===== src/rtl/memstream_reader_if.sv =====
// Bundles the memory read port and AXI-Stream master signals of memstream_reader.
// The reader owns the master modport; the RAM and stream sink sit on the slave modport.
interface memstream_reader_if #(
  parameter int DWIDTH = 18,
  parameter int AWIDTH = 10
);
  logic              mem_en;
  logic              mem_enq;
  logic [AWIDTH-1:0] mem_addr;
  logic [DWIDTH-1:0] mem_rdq;
  logic [DWIDTH-1:0] m_axis_tdata;
  logic              m_axis_tvalid;
  logic              m_axis_tready;
  logic              m_axis_tlast;

  modport master (
    output mem_en, mem_enq, mem_addr, m_axis_tdata, m_axis_tvalid, m_axis_tlast,
    input  mem_rdq, m_axis_tready
  );

  modport slave (
    input  mem_en, mem_enq, mem_addr, m_axis_tdata, m_axis_tvalid, m_axis_tlast,
    output mem_rdq, m_axis_tready
  );
endinterface


===== src/rtl/memstream_reader.sv =====
// Streams a RAM with a two-stage registered read port out over AXI-Stream,
// cycling through addresses 0..NWORDS-1 and counting completed passes.
module memstream_reader #(
  parameter int DWIDTH = 18,
  parameter int AWIDTH = 10,
  parameter int NWORDS = 2**AWIDTH
) (
  input  logic                clk,
  input  logic                rst,
  memstream_reader_if.master  bus,
  output logic [15:0]         pass_count
);
  localparam logic [AWIDTH-1:0] LAST_ADDR = AWIDTH'(NWORDS - 1);

  logic              v1, v2;
  logic              last1, last2;
  logic              adv, en, enq;
  logic [AWIDTH-1:0] addr;
  logic [DWIDTH-1:0] rdq;

  // Stage 2 advances whenever its word is consumed or absent; stage 1 refills
  // alongside it or whenever it is empty, so a full stalled pipe freezes the RAM.
  always_comb begin
    adv = bus.m_axis_tready | ~v2;
    enq = ~rst & adv;
    en  = ~rst & (adv | ~v1);
  end

  always_ff @(posedge clk) begin
    if (rst) begin
      v1         <= 1'b0;
      v2         <= 1'b0;
      last1      <= 1'b0;
      last2      <= 1'b0;
      addr       <= '0;
      pass_count <= '0;
    end else begin
      if (enq) begin
        v2    <= v1;
        last2 <= last1;
      end
      if (en) begin
        v1    <= 1'b1;
        last1 <= (addr == LAST_ADDR);
        addr  <= (addr == LAST_ADDR) ? '0 : addr + 1'b1;
      end
      if (v2 && bus.m_axis_tready && last2)
        pass_count <= pass_count + 16'd1;
    end
  end

  assign rdq               = bus.mem_rdq;
  assign bus.m_axis_tdata  = rdq;
  assign bus.m_axis_tvalid = v2;
  assign bus.m_axis_tlast  = last2 & v2;
  assign bus.mem_en        = en;
  assign bus.mem_enq       = enq;
  assign bus.mem_addr      = addr;
endmodule


===== src/flat_wrapper.sv =====
// flat-port wrapper written by rule: the top's interface ports become plain ports
module memstream_reader_flat 
#(
  parameter int DWIDTH = 18,
  parameter int AWIDTH = 10,
  parameter int NWORDS = 2**AWIDTH
)
  (clk, rst, pass_count, bus_mem_en, bus_mem_enq, bus_mem_addr, bus_m_axis_tdata, bus_m_axis_tvalid, bus_m_axis_tlast, bus_mem_rdq, bus_m_axis_tready);
  memstream_reader_if #(.DWIDTH(DWIDTH), .AWIDTH(AWIDTH)) bus_i ();
  input  logic clk;
  input  logic rst;
  output logic [15:0] pass_count;
  output wire logic [$bits(bus_i.mem_en)-1:0] bus_mem_en;
  output wire logic [$bits(bus_i.mem_enq)-1:0] bus_mem_enq;
  output wire logic [$bits(bus_i.mem_addr)-1:0] bus_mem_addr;
  output wire logic [$bits(bus_i.m_axis_tdata)-1:0] bus_m_axis_tdata;
  output wire logic [$bits(bus_i.m_axis_tvalid)-1:0] bus_m_axis_tvalid;
  output wire logic [$bits(bus_i.m_axis_tlast)-1:0] bus_m_axis_tlast;
  input wire logic [$bits(bus_i.mem_rdq)-1:0] bus_mem_rdq;
  input wire logic [$bits(bus_i.m_axis_tready)-1:0] bus_m_axis_tready;
  assign bus_mem_en = bus_i.mem_en;
  assign bus_mem_enq = bus_i.mem_enq;
  assign bus_mem_addr = bus_i.mem_addr;
  assign bus_m_axis_tdata = bus_i.m_axis_tdata;
  assign bus_m_axis_tvalid = bus_i.m_axis_tvalid;
  assign bus_m_axis_tlast = bus_i.m_axis_tlast;
  assign bus_i.mem_rdq = bus_mem_rdq;
  assign bus_i.m_axis_tready = bus_m_axis_tready;
  memstream_reader #(.DWIDTH(DWIDTH), .AWIDTH(AWIDTH), .NWORDS(NWORDS)) u_core (.clk(clk), .rst(rst), .bus(bus_i), .pass_count(pass_count));
endmodule

===== config.mk =====
export PLATFORM = sky130hd
export DESIGN_NAME = memstream_reader_flat
export DESIGN_NICKNAME = d
export VERILOG_FILES = /design/src/rtl/memstream_reader_if.sv /design/src/rtl/memstream_reader.sv /design/src/flat_wrapper.sv
export SDC_FILE = /design/constraint.sdc
export NUM_CORES = 1
export LEC_CHECK = 0
export ABC_CLOCK_PERIOD_IN_PS = 3680
export CORE_AREA = 2 2 84 46
export CTS_BUF_LIST = sky130_fd_sc_hd__clkbuf_8
export DETAILED_ROUTE_END_ITERATION = 10
export DIE_AREA = 0 0 86 48
export PLACE_DENSITY = 0.85
export RECOVER_POWER = 25
export SYNTH_ARGS = -nofsm -noshare
export SYNTH_HDL_FRONTEND = slang
export SYNTH_SLANG_ARGS = --single-unit

===== constraint.sdc =====
create_clock -name clk -period 3.68 [get_ports clk]
set_input_delay 0.552 -clock clk [delete_from_list [all_inputs] [get_ports clk]]
set_output_delay 0.552 -clock clk [all_outputs]
set_load 0.01 [all_outputs]

==> results.cfg, run 1 <==
[cts]
clock_network_latency_to_the_later_pin_of_the_worst_skew_pair_ns = 0.28
cts_num_sinks = 30
cts_resized = 0
cts.root.buffer_cell = sky130_fd_sc_hd__clkbuf_8
postCtsSetupRepairBufs = 0
ctsHtreeMaxLevel = 2
postCtsHoldBufs = 0
cts_inserted_buffers = 5
longest_clk_path_bufs = 2
cts.reportedPaths.clkPinSlew_ns = 0.06
tritoncts = yes

[global_route]
number_of_global_route_vias_before_repair = 1081
grtUsageTotal_pct = 16.6
grt_remaining_overflow = 0
global_route_wire_length_before_repair_um = 4980
grt_antenna_before_repair = 0
pin_count_of_the_biggest_net_entering_global_routing = 21

[floorplan]
fp.dieW_um = 86
die_y_um = 48
io_pins = 69
rows = 15
die_area_um2 = 4130
coreArea_um2 = 3320
floorplan.initialDensity_pct = 44.7

[yosys]
synthCells = 170
synthesis.area_per_instance_um2 = 8.73
syn_area_um2 = 1480
yosysWarningCount = 0
ys_ff_latch = 30
yosysSeqAreaShare_pct = 40.5
post_synth_num_cell_types = 35
synthesis.nets = 193

[sta]
finalCritPeriodShare_pct = 76.6
slew-limit-headroom_pct = 32.7
setup_viol = 0
timing.final.hold_violations = 0
worst_pin_slew_ns = 0.997
slew_violations = 0
finClkSkew_ns = 0.00296
layout_min_cycle_time_ns = 2.82
setup_tns_ns = 0
rsz0062_at_grt = false
max_freq_mhz = 355

[worst_hold_path]
worstHoldPathCells = 2
hold_end = u_core.bus.m_axis_tvalid$_SDFFE_PP0P_
holdCritStartpoint = u_core.v1$_SDFFE_PP0P_
timing.hold.worst.class = flip-flop to flip-flop

[power_and_ir_drop]
power_density_nw_per_um2 = 357
ir_drop_uv = 122
power.leakage_nw = 0.636

[setup_path]
crit-reg2reg-capture = u_core.pass_count[15]$_SDFFE_PP0P_
critPathArrivalTime_ns = 2.27
timing.critical_path.max_delay_family = buffers and inverters
cp_common_cell = sky130_fd_sc_hd__clkdlybuf4s50_1
r2r_start = u_core.bus.m_axis_tvalid$_SDFFE_PP0P_
worst_setup_path_end_kind = output pin
critical_path_cell_sequence = clkdlybuf4s50_1, and3b_1, nor2_1, clkdlybuf4s50_1
start_kind = primary input
number_of_cells_on_the_worst_reg_to_reg_path = 4
reg2reg_slack_ns = 1.60
cp_slowest_cell = sky130_fd_sc_hd__clkdlybuf4s50_1
timing.critical_path.buf_inv = 2
timing.critical_path.required_ns = 3.13
timing.critical_path.fanout_max = 14
worst_path_largest_cell_delay_ns = 0.61
worst-setup-path-type = primary input to output pin

[place]
place_hpwl_um = 2220
portBuffers = 32
place_congestion = 0.783
placedCellCount = 223

[cells_and_area]
register_area_um2 = 601
layout.cells.most_common = sky130_fd_sc_hd__clkdlybuf4s50_1
layout_common_cells = sky130_fd_sc_hd__clkdlybuf4s50_1, sky130_fd_sc_hd__dfxtp_1, sky130_fd_sc_hd__nor2_1, sky130_fd_sc_hd__xnor2_1, sky130_fd_sc_hd__nand3_1
num-fill-cells = 310
layout.nets = 211
antenna_cells_inserted = 0
layout-drive-gt1-share_pct = 8.99
utilization_pct = 54.4
areaGrowthSynthToFinish_pct = 21.7
fin_cells = 231
multi_input_area_um2 = 714

[detailed_routing]
routedWlPerCell_um = 13.2
ant_nets = 0
drt-total-wl_um = 3050
drtIter0Drc = 69
dr.pass1.iters = 4
drc = 0
vias = 1218
post_drt_via_cell_ratio = 5.27

[status]
outcome = complete, no violations

[flow_run]
max_cap_violations = 0
routing by layer:
| layer | vias to the layer above | GRT usage, % | part of all wire (%) |
|---|---|---|---|
| met4 | 0 | 7.62 | 1.9 |
| met3 | 7 | 6.55 | 5.8 |
| met5 | - | 0 | 0 |
| met1 | 581 | 23.8 | 55 |
| li1 | 596 | - | - |
| met2 | 34 | 21.4 | 37 |
Yosys cell counts:
cell type | instances | area, um2
sky130_fd_sc_hd__and3b_1 | 1 | 8.76
sky130_fd_sc_hd__inv_1 | 5 | 18.8
sky130_fd_sc_hd__and4_2 | 1 | 10.0
sky130_fd_sc_hd__and3_1 | 2 | 12.5
sky130_fd_sc_hd__mux2_2 | 2 | 22.5
sky130_fd_sc_hd__nand2_1 | 7 | 26.3
sky130_fd_sc_hd__nor3_1 | 7 | 35.0
sky130_fd_sc_hd__xor2_1 | 6 | 52.6
sky130_fd_sc_hd__and2_1 | 1 | 6.26
sky130_fd_sc_hd__nand3_1 | 10 | 50.1
sky130_fd_sc_hd__mux2i_1 | 3 | 30.0
sky130_fd_sc_hd__or3b_2 | 1 | 8.76
sky130_fd_sc_hd__xnor2_1 | 11 | 96.3
sky130_fd_sc_hd__o21ai_0 | 4 | 20.0
sky130_fd_sc_hd__nor4b_1 | 1 | 8.76
sky130_fd_sc_hd__nor3b_1 | 2 | 15.0
sky130_fd_sc_hd__or4_4 | 1 | 11.3
sky130_fd_sc_hd__mux2_1 | 1 | 11.3
sky130_fd_sc_hd__nand4_4 | 1 | 21.3
sky130_fd_sc_hd__or3_1 | 3 | 18.8
sky130_fd_sc_hd__o41ai_1 | 1 | 8.76
sky130_fd_sc_hd__buf_4 | 18 | 135
sky130_fd_sc_hd__nand4_1 | 3 | 18.8
sky130_fd_sc_hd__clkbuf_1 | 2 | 7.51
sky130_fd_sc_hd__or3_2 | 1 | 7.51
sky130_fd_sc_hd__a21oi_1 | 5 | 25.0
sky130_fd_sc_hd__buf_1 | 2 | 7.51
sky130_fd_sc_hd__or4_2 | 1 | 8.76
sky130_fd_sc_hd__nor2_1 | 27 | 101
sky130_fd_sc_hd__and2b_2 | 1 | 8.76
sky130_fd_sc_hd__ha_1 | 2 | 25.0
sky130_fd_sc_hd__nor4_1 | 2 | 12.5
sky130_fd_sc_hd__nand3b_1 | 1 | 7.51
sky130_fd_sc_hd__dfxtp_1 | 30 | 601
sky130_fd_sc_hd__nor2b_1 | 4 | 25.0
worst reg2reg max path: stages (launching register included):
cell and delay (ns):
sky130_fd_sc_hd__dfxtp_1 0.45, sky130_fd_sc_hd__nand4_4 0.18, sky130_fd_sc_hd__nor4_1 0.72, sky130_fd_sc_hd__nor3b_1 0.29, sky130_fd_sc_hd__mux2_1 0.34
registers in the layout, summed over array words and instances (netlist names):
signal	count
u_core.bus.mem_addr	10
u_core.bus.m_axis_tvalid	1
u_core.last1	1
u_core.pass_count	16
u_core.last2	1
u_core.v1	1
where the power goes:
| part | internal, mW | leakage (nW) | switching (mW) | total (mW) |
|---|---|---|---|---|
| Clock | 0.148 | 0.0524 | 0.121 | 0.269 |
| Combinational | 0.0197 | 0.340 | 0.0193 | 0.0391 |
| Sequential | 0.330 | 0.243 | 0.00652 | 0.336 |
kinds of logic after synthesis:
kind of cell | after synthesis | share of synthesized area (%)
AOI/OAI and AO/OA | 10 | 3.63
adders and majority gates | 2 | 1.69
muxes | 6 | 4.30
buffers and inverters | 27 | 11.4
xor gates and xnor gates | 17 | 10.0
and+or+nand+nor | 78 | 28.5
DFF | 30 | 40.5
final cells by class:
cell class	instances	share of cell area, %
multi-input combinational	113	39.6
sequential	30	33.3
timing repair buffer	33	18.2
clock buffer	6	4.57
tap	42	2.91
inverter	5	1.04
clock inverter	2	0.485
worst max path at each step:
stage | cells after the start | to | start
6_report | 4 | bus_mem_en | bus_m_axis_tready
5_1_grt | 4 | bus_mem_en | bus_m_axis_tready
4_1_cts | 4 | bus_mem_en | bus_m_axis_tready
3_5_place_dp | 4 | bus_mem_en | bus_m_axis_tready
3_3_place_gp | 4 | bus_mem_en | bus_m_axis_tready
2_1_floorplan | 4 | u_core.pass_count[15]$_SDFFE_PP0P_ | bus_m_axis_tready
through the flow:
step / instance area (um2) / power [mW] / setup WS (ns) / hold slack, ns
floorplan: 1480 / 0.383 / 1.80 / 0.433
global placement: 1710 / 0.381 / 0.915 / 0.452
detailed placement: 1710 / 0.382 / 0.881 / 0.461
CTS: 1810 / 0.653 / 0.869 / 0.463
global route: 1810 / 0.671 / 0.780 / 0.494
finish: 1810 / 0.644 / 0.862 / 0.461
(Power assumes the default switching activity.)
==> inputs of run 2 (changes only) <==
--- a/config.mk
+++ b/config.mk
@@ -5,12 +5,12 @@
 export SDC_FILE = /design/constraint.sdc
 export NUM_CORES = 1
 export LEC_CHECK = 0
-export ABC_CLOCK_PERIOD_IN_PS = 3680
-export CORE_AREA = 2 2 84 46
+export ABC_CLOCK_PERIOD_IN_PS = 2860
+export CORE_AREA = 2 2 88 48
 export CTS_BUF_LIST = sky130_fd_sc_hd__clkbuf_8
 export DETAILED_ROUTE_END_ITERATION = 10
-export DIE_AREA = 0 0 86 48
-export PLACE_DENSITY = 0.85
+export DIE_AREA = 0 0 90 50
+export PLACE_DENSITY = 0.78
 export RECOVER_POWER = 25
 export SYNTH_ARGS = -nofsm -noshare
 export SYNTH_HDL_FRONTEND = slang
==> constraint.sdc (replaced) <==
create_clock -name clk -period 2.86 [get_ports clk]
set_input_delay 0.429 -clock clk [delete_from_list [all_inputs] [get_ports clk]]
set_output_delay 0.429 -clock clk [all_outputs]
set_load 0.01 [all_outputs]
==> results.cfg, run 2 (synthesis results as in run 1) <==
[setup_path]
timing.critical_path.max_delay_family = buffers and inverters
critical_path_cell_sequence = clkdlybuf4s50_1, and2b_2, nor2_1, clkdlybuf4s50_1
worst-setup-path-type = primary input to output pin
cp_slowest_cell = sky130_fd_sc_hd__clkdlybuf4s50_1
cp_common_cell = sky130_fd_sc_hd__clkdlybuf4s50_1
r2r_start = u_core.pass_count[0]$_SDFFE_PP0P_
timing.critical_path.required_ns = 2.43
start_kind = primary input
setup.worst_path.start = bus_m_axis_tready
critPathArrivalTime_ns = 1.96
reg2reg_slack_ns = 1.00
timing.critical_path.fanout_max = 6
worst_path_largest_cell_delay_ns = 0.61
timing.critical_path.buf_inv = 2
worst_setup_path_end_kind = output pin

[global_route]
grt_remaining_overflow = 0
grtUsageTotal_pct = 14.6
number_of_global_route_vias_before_repair = 1117
global_route_wire_length_before_repair_um = 5140
grt_antenna_before_repair = 0
pin_count_of_the_biggest_net_entering_global_routing = 16

[place]
place_congestion = 0.796
portBuffers = 32
place_hpwl_um = 2190

[worst_hold_path]
timing.hold.worst.class = flip-flop to flip-flop
holdCritStartpoint = u_core.v1$_SDFFE_PP0P_

[floorplan]
rows = 16
floorplan.initialDensity_pct = 39.9
coreArea_um2 = 3720
io_pins = 69
die_y_um = 50
die_area_um2 = 4500
fp.dieW_um = 90

[cts]
tritoncts = yes
cts.reportedPaths.clkPinSlew_ns = 0.06
ctsHtreeMaxLevel = 2
cts.root.buffer_cell = sky130_fd_sc_hd__clkbuf_8
cts_inserted_buffers = 5
cts_resized = 0
longest_clk_path_bufs = 2
postCtsHoldBufs = 0
clock_network_latency_to_the_later_pin_of_the_worst_skew_pair_ns = 0.28
cts_num_sinks = 30
postCtsSetupRepairBufs = 0

[power_and_ir_drop]
seq_power_share_pct = 54.3
sw_frac_of_total_pct = 23.0
comb_power_share_pct = 6.7
power.switching_uw = 183
power_density_nw_per_um2 = 432
ir_drop_uv = 280
power.leakage_nw = 0.655
pwr-share-clk_pct = 39.0
intPower_uw = 612

[detailed_routing]
drtIter0Drc = 44
vias = 1204
ant_nets = 0
top_layer_used = met4
post_drt_via_cell_ratio = 4.87
dr.pass1.iters = 4
routedWlPerCell_um = 11.9
drc = 0
met1_length_um = 1690
met3WireLength_um = 180
drt-total-wl_um = 2950
met2WireLength_um = 1040

[sta]
setup_tns_ns = 0
finClkSkew_ns = 0.00145
rsz0062_at_grt = false
layout_min_cycle_time_ns = 2.39
finalCritPeriodShare_pct = 83.4
slew_violations = 0
slew-limit-headroom_pct = 70.9
max_freq_mhz = 419
worst_pin_slew_ns = 0.431
timing.final.hold_violations = 0
setup_viol = 0
hold-worst-slack_ns = 0.505

[cells_and_area]
layout_common_cells = sky130_fd_sc_hd__clkdlybuf4s50_1, sky130_fd_sc_hd__dfxtp_1, sky130_fd_sc_hd__nor2_1, sky130_fd_sc_hd__xnor2_1, sky130_fd_sc_hd__nand3_1
layout-drive-gt1-share_pct = 10.4
antenna_cells_inserted = 0
layout.nets = 216
multi_input_area_um2 = 714
register_area_um2 = 601
num-fill-cells = 361
top_register = u_core.pass_count
layout.cells.most_common = sky130_fd_sc_hd__clkdlybuf4s50_1
areaGrowthSynthToFinish_pct = 24.2
largest_register_ffs = 16

[flow_run]
max_cap_violations = 0

[status]
outcome = complete, no violations
run 2: layout make-up:
cell class / count / share of cell area, %
repair buffers: 38 / 19.8
clock inverters: 2 / 0.407
flip-flops and latches: 30 / 32.6
clock buffers: 5 / 3.73
multi-input cells: 113 / 38.8
inverters: 5 / 1.02
well taps: 54 / 3.67
run 2: layer usage:
| layer | vias up | GRT usage (%) |
|---|---|---|
| met5 | - | 0 |
| met2 | 37 | 18.4 |
| met3 | 5 | 6.57 |
| li1 | 601 | - |
| met1 | 561 | 20.6 |
| met4 | 0 | 6.67 |
run 2: worst paths after layout:
path                                      endpoint  depth (start not counted)
max                                    bus_mem_enq                          4
min          u_core.bus.m_axis_tvalid$_SDFFE_PP0P_                          2
max reg2reg     u_core.pass_count[12]$_SDFFE_PP0P_                          5
min reg2reg  u_core.bus.m_axis_tvalid$_SDFFE_PP0P_                          2
run 2: worst reg2reg max path, cell delays in order (launching register included):
cell,delay (ns)
sky130_fd_sc_hd__dfxtp_1,0.39
sky130_fd_sc_hd__ha_1,0.27
sky130_fd_sc_hd__inv_1,0.08
sky130_fd_sc_hd__or4_4,0.56
sky130_fd_sc_hd__or3_1,0.35
sky130_fd_sc_hd__a21oi_1,0.13
run 2: power groups by stage:
| stage | combinational, mW | clock [mW] | sequential (mW) |
|---|---|---|---|
| 4_1_cts | 0.0536 | 0.318 | 0.432 |
| 6_report | 0.0532 | 0.310 | 0.432 |
| 2_1_floorplan | 0.0501 | 0 | 0.442 |
| 3_5_place_dp | 0.0534 | 0 | 0.441 |
| 5_1_grt | 0.0582 | 0.338 | 0.433 |
| 3_3_place_gp | 0.0526 | 0 | 0.441 |
run 2: stage by stage:
step,area [um2],std cells,total power [mW],setup slack [ns],utilization [%]
6_report,1840,247,0.795,0.474,49.5
5_1_grt,1840,247,0.829,0.406,49.5
4_1_cts,1840,247,0.804,0.475,49.5
3_5_place_dp,1770,240,0.494,0.491,47.4
3_3_place_gp,1770,240,0.494,0.494,47.4
2_1_floorplan,1480,170,0.492,1.06,-
